==> config.mk <==
export PLATFORM = sky130hd
export DESIGN_NAME = watch_ctrl
export DESIGN_NICKNAME = d
export VERILOG_FILES = /design/src/rtl/watch_pkg.sv /design/src/rtl/watch_ctrl_btn_sync_edge.sv /design/src/rtl/watch_ctrl.sv
export SDC_FILE = /design/constraint.sdc
export NUM_CORES = 1
export LEC_CHECK = 0
export CAP_MARGIN = 20
export CORE_MARGIN = 8
export CORE_UTILIZATION = 53
export CTS_CLUSTER_DIAMETER = 30
export DETAILED_ROUTE_END_ITERATION = 7
export PLACE_DENSITY = 0.82
export SLEW_MARGIN = 25
export SYNTH_ARGS = -nofsm -noshare
export SYNTH_HDL_FRONTEND = slang
export SYNTH_SLANG_ARGS = --single-unit
==> constraint.sdc <==
create_clock -name CLK -period 2.1 [get_ports CLK]
set_clock_uncertainty 0.05 [all_clocks]
set_input_delay 0.42 -clock CLK [delete_from_list [all_inputs] [get_ports CLK]]
set_output_delay 0.42 -clock CLK [all_outputs]
set_load 0.1 [all_outputs]
==> src/rtl/watch_pkg.sv <==
// Shared definitions for the watch sequencing controller: the time-set FSM
// encoding and a small elaboration-time helper.
package watch_pkg;

  typedef logic [1:0] state_t;

  localparam state_t RUN      = 2'b00;
  localparam state_t SET_HOUR = 2'b01;
  localparam state_t SET_MIN  = 2'b10;
  localparam state_t SET_SEC  = 2'b11;

  function automatic int max_int(input int a, input int b);
    return (a > b) ? a : b;
  endfunction

endpackage

==> src/rtl/watch_ctrl_btn_sync_edge.sv <==
// Two-flop synchronizer for a debounced front-panel button, plus a
// previous-value flop that turns the synchronized level into a press pulse.
module btn_sync_edge (
  input  logic CLK,
  input  logic RST,
  input  logic btn,
  output logic sync2,
  output logic press
);

  logic sync1;
  logic prev;

  // All three flops clear on reset, so a button held through reset still
  // produces exactly one press once it is seen low-to-high afterwards.
  always_ff @(posedge CLK) begin
    if (RST) begin
      sync1 <= 1'b0;
      sync2 <= 1'b0;
      prev  <= 1'b0;
    end else begin
      sync1 <= btn;
      sync2 <= sync1;
      prev  <= sync2;
    end
  end

  assign press = sync2 & ~prev;

endmodule

==> src/rtl/watch_ctrl.sv <==
// Sequencing controller for the watch counter chain: 1 Hz seconds enable,
// run-mode carry gating and the button-driven time-set FSM with auto-repeat.
module watch_ctrl
  import watch_pkg::*;
#(
  parameter int DIV        = 50_000_000,
  parameter int REPEAT_DLY = 25_000_000,
  parameter int REPEAT_PER = 10_000_000
) (
  input  logic       CLK,
  input  logic       RST,
  input  logic       BTN_MODE,
  input  logic       BTN_UP,
  input  logic       SEC_CA,
  input  logic       MIN_CA,
  output logic       SEC_EN,
  output logic       SEC_CLR,
  output logic       MIN_EN,
  output logic       MIN_INC,
  output logic       HOUR_EN,
  output logic       HOUR_INC,
  output logic [1:0] MODE_STATE,
  output logic       BLINK
);

  localparam int PW = $clog2(DIV);
  localparam int HW = $clog2(max_int(REPEAT_DLY, REPEAT_PER) + 1);

  localparam logic [PW-1:0] PRE_LAST = PW'(DIV - 1);
  localparam logic [PW-1:0] PRE_HALF = PW'(DIV / 2);
  localparam logic [PW-1:0] PRE_ONE  = PW'(1);
  localparam logic [HW-1:0] DLY_CNT  = HW'(REPEAT_DLY);
  localparam logic [HW-1:0] PER_CNT  = HW'(REPEAT_PER);
  localparam logic [HW-1:0] HOLD_ONE = HW'(1);

  state_t          state;
  logic [PW-1:0]   prescaler;
  logic [HW-1:0]   hold_cnt;
  logic            repeating;
  logic            mode_press;
  logic            mode_level_unused;
  logic            up_press;
  logic            up_level;
  logic            in_inc_state;
  logic            repeat_fire;
  logic            step;

  btn_sync_edge u_mode_sync (
    .CLK   (CLK),
    .RST   (RST),
    .btn   (BTN_MODE),
    .sync2 (mode_level_unused),
    .press (mode_press)
  );

  btn_sync_edge u_up_sync (
    .CLK   (CLK),
    .RST   (RST),
    .btn   (BTN_UP),
    .sync2 (up_level),
    .press (up_press)
  );

  // The hold counter is 1 in the cycle of the first increment pulse, so a
  // match on the delay/period value lands the next pulse exactly that far out.
  always_comb begin
    in_inc_state = (state == SET_HOUR) || (state == SET_MIN);
    repeat_fire  = 1'b0;
    if (in_inc_state && up_level && (hold_cnt != '0))
      repeat_fire = repeating ? (hold_cnt == PER_CNT) : (hold_cnt == DLY_CNT);
    step = ~mode_press & (up_press | repeat_fire);
  end

  always_ff @(posedge CLK) begin
    if (RST) begin
      state <= RUN;
    end else if (mode_press) begin
      state <= state_t'(state + 2'd1);
    end
  end

  // Re-entering RUN restarts the second so the first tick is a full DIV away.
  always_ff @(posedge CLK) begin
    if (RST) begin
      prescaler <= '0;
    end else if ((mode_press && (state == SET_SEC)) || (prescaler == PRE_LAST)) begin
      prescaler <= '0;
    end else begin
      prescaler <= prescaler + PRE_ONE;
    end
  end

  always_ff @(posedge CLK) begin
    if (RST) begin
      hold_cnt  <= '0;
      repeating <= 1'b0;
    end else if (mode_press || !up_level || !in_inc_state) begin
      hold_cnt  <= '0;
      repeating <= 1'b0;
    end else if (up_press) begin
      hold_cnt  <= HOLD_ONE;
      repeating <= 1'b0;
    end else if (repeat_fire) begin
      hold_cnt  <= HOLD_ONE;
      repeating <= 1'b1;
    end else if (hold_cnt != '0) begin
      hold_cnt  <= hold_cnt + HOLD_ONE;
    end
  end

  always_ff @(posedge CLK) begin
    if (RST) begin
      SEC_EN   <= 1'b0;
      SEC_CLR  <= 1'b0;
      MIN_INC  <= 1'b0;
      HOUR_INC <= 1'b0;
    end else begin
      SEC_EN   <= (state == RUN) && (prescaler == PRE_LAST);
      SEC_CLR  <= ~mode_press & up_press & (state == SET_SEC);
      MIN_INC  <= step & (state == SET_MIN);
      HOUR_INC <= step & (state == SET_HOUR);
    end
  end

  assign MIN_EN     = SEC_CA & (state == RUN);
  assign HOUR_EN    = MIN_CA & (state == RUN);
  assign MODE_STATE = state;
  assign BLINK      = (state != RUN) && (prescaler < PRE_HALF);

endmodule

==> summary.md <==
| Metric | Value |
|---|---|
| Largest net degree at the start of global routing | 26 |
| ANT nets after route | 0 |
| Hold crit path type | reg -> reg |
| Fmax | 424.4 MHz |
| CTS tree | built |
| Ys async rst share | 0 |
| WS Path Type | reg -> reg |
| Synth unique cells | 37 |
| DR WL/cell | 15.59 um |
| Later-pin clock latency in the skew report | 350 ps |
| First-pass GRT wire length | 11.27 mm |
| Worst-Margin Slew | 477.5 ps |
| Period utilisation layout | 1.122 |
| Initial core utilization | 0.5396 |
| Gr usage total | 0.1717 |
| CTS Sinks | 64 |
| Max Slew Vio Count | 0 |
| Initial antenna violation count | 0 |
| Area share of the largest cell type after synthesis | 0.4393 |
| Crit Path Max Fanout | 6 |
| VDD IR-drop max | 0.6057 mV |
| Violated checks | setup timing |
| Synth Flop Type | dfxtp_1 |
| Routed via count | 2565 |
| Max-Cap Viols | 0 |
| Critical path arrival | 2550 ps |
| Rows | 27 |
| Most frequent cells after synthesis | 64 x dfxtp_1, 64 x nor2_1, 25 x xnor2_1 |
| Diodes inserted | 0 |
| Final HPWL DP | 4.133 mm |
| FF+latch count, synth | 64 |
| Pre-CTS WS | -187.7 ps |
| Setup violators final | 29 |
| Final period demand of the worst path | 2357 ps |
| Vias in the first global route | 2425 |
| Static Leak | 1.450 nW |
| Worst setup EP type | flop |
| Final hold slack | 392.8 ps |
| Final worst setup slack | -256.5 ps |
| Root Driver | clkbuf_8 |
| Startpoint Class | flop |
| Layout Nets | 387 |
| Routability cong. | 0.8807 |
| Residual DRC count | 0 |
| Largest area contributor in the netlist | dfxtp_1 |
| IO Pins | 15 |
| # fillers | 388 |
| Yosys Warn Count | 0 |
| Relative slew slack | 0.6787 |
| Num CTS Buffers | 9 |
| Mapped Avg Cell Area | 8.892 um2 |
| Via density per instance | 5.687 |
| Fin. Hold Viols | 0 |
| Port bufs | 14 |
| Total gr overflow | 0 |
| EDFF count, synth | 0 |
| P&R area growth vs syn | 27.03% |
| RSZ-0062 raised after global routing | true |
| DRT Pass-1 Iters | 4 |
| Power density over the cells | 677.6 nW/um2 |
| Die Span Y | 90.18 um |
| Critical Path RT | 2300 ps |
| Clock slew at the register clock pins of the worst setup and hold paths | 70 ps |
| Longest Clk Path Bufs | 2 |
| Total wire length | 7.032 mm |
| Full die area | 8132 um2 |
| Netlist Area Pre-Place | 2917 um2 |
| Mapped Cells | 328 |
| Status | complete, but fails checks |
| Core Area | 5405 um2 |
| Ranking of synthesized cells by area | dfxtp_1 44%, nor2_1 8.2%, xnor2_1 7.5% |
| Syn nets | 341 |
| DRT iter0 DRCs | 181 |
| H-tree levels | 3 |
| Layout cells sized above 1 | 0.2190 |
| Post-synthesis sequential area ratio | 0.4393 |
| Die Span X | 90.18 um |
-- power by group --
group / leakage, nW / switching (mW) / internal [mW] / total (mW)
logic: 0.820 / 0.0833 / 0.0548 / 0.138
registers: 0.520 / 0.0110 / 1.22 / 1.23
clock network: 0.110 / 0.493 / 0.646 / 1.14
-- worst paths after layout --
kind                                         from                 to  slack (ps)  cells after the start
worst min register to register  u_mode_sync.sync1  u_mode_sync.sync2         390                      1
worst max-delay path                  hold_cnt[9]        hold_cnt[3]        -260                      6
worst max register to register        hold_cnt[9]        hold_cnt[3]        -260                      6
worst min-delay path            u_mode_sync.sync1  u_mode_sync.sync2         390                      1
-- cell usage in the layout (no fill, tap or decap), types with 4 or more instances in the layout --
| master | instances |
|---|---|
| buf_4 | 29 |
| nand4_1 | 11 |
| nor2b_1 | 8 |
| ha_1 | 7 |
| nand2b_1 | 4 |
| nor2_2 | 5 |
| inv_1 | 11 |
| nor3_1 | 6 |
| clkdlybuf4s50_1 | 5 |
| nand2_1 | 19 |
| and4_1 | 5 |
| dfxtp_1 | 59 |
| or4_4 | 4 |
| buf_12 | 4 |
| nand3_1 | 18 |
| xor2_1 | 22 |
| nor2_1 | 58 |
| and3_1 | 10 |
| xnor2_1 | 25 |
| clkbuf_8 | 10 |
| nor4_1 | 7 |
-- cell families (layout without fill, tap and decap cells) --
kind of cell    Yosys count  count (layout)  synth area share
simple gates            178             181            0.3192
fa+ha+maj                 7               7           0.03003
mux                       1               1          0.003432
buf+inv                  18              66           0.02831
xor+xnor                 47              47            0.1411
flops                    64              64            0.4393
compound gates           13              13           0.03861
-- state kept, by name, summed over array words and instances (netlist names) --
name / flops
u_up_sync.sync2: 1
u_mode_sync.prev: 1
MIN_INC: 1
SEC_CLR: 1
hold_cnt: 25
repeating: 1
u_up_sync.sync1: 1
MODE_STATE: 2
u_mode_sync.sync1: 1
prescaler: 26
SEC_EN: 1
HOUR_INC: 1
u_up_sync.prev: 1
u_mode_sync.sync2: 1
-- layout make-up --
| class | instances | area, um2 | area share |
|---|---|---|---|
| repair buffers | 39 | 372.9 | 0.1006 |
| multi-input cells | 249 | 1693 | 0.4569 |
| flip-flops and latches | 64 | 1292 | 0.3489 |
| well taps | 72 | 90.09 | 0.02432 |
| clock buffers | 11 | 162.7 | 0.04390 |
| clock inverters | 5 | 52.55 | 0.01418 |
| inverters | 11 | 41.29 | 0.01114 |
-- timing repair --
| item | 4_1_cts | 5_1_grt |
|---|---|---|
| cloned | 2 | 2 |
| buffers inserted | 2 | 2 |
| pin swaps | 18 | 8 |
| gates resized for setup | 10 | 13 |
| endpoints found under the setup margin | 53 | 54 |
| hold buffers | 0 | 0 |
-- metrics by stage --
| step | util | TNS (ps) | cells | power, mW | instance area [um2] |
|---|---|---|---|---|---|
| global placement | 0.6111 | -3638 | 427 | 1.386 | 3303 |
| finish | 0.6854 | -6260 | 451 | 2.510 | 3705 |
| global route | 0.6854 | -7449 | 451 | 2.579 | 3705 |
| floorplan | - | -3145 | 328 | 1.339 | 2937 |
| detailed placement | 0.6111 | -4221 | 427 | 1.388 | 3303 |
| CTS | 0.6681 | -3823 | 447 | 2.512 | 3611 |
-- worst max-delay path: stages, from the launching register on --
cell and delay [ps]:
dfxtp_2 330, or4_4 530, or4_4 500, a2111oi_4 400, buf_4 200, nand3b_4 180, nor2_1 50
-- layer usage --
layer	track usage	up-vias	routed length [um]
li1	-	1227	-
met1	0.2108	1221	3120
met2	0.2638	102	3293
met3	0.04821	15	445
met4	0.09709	0	172
met5	0	-	0
(Power assumes the default switching activity.)
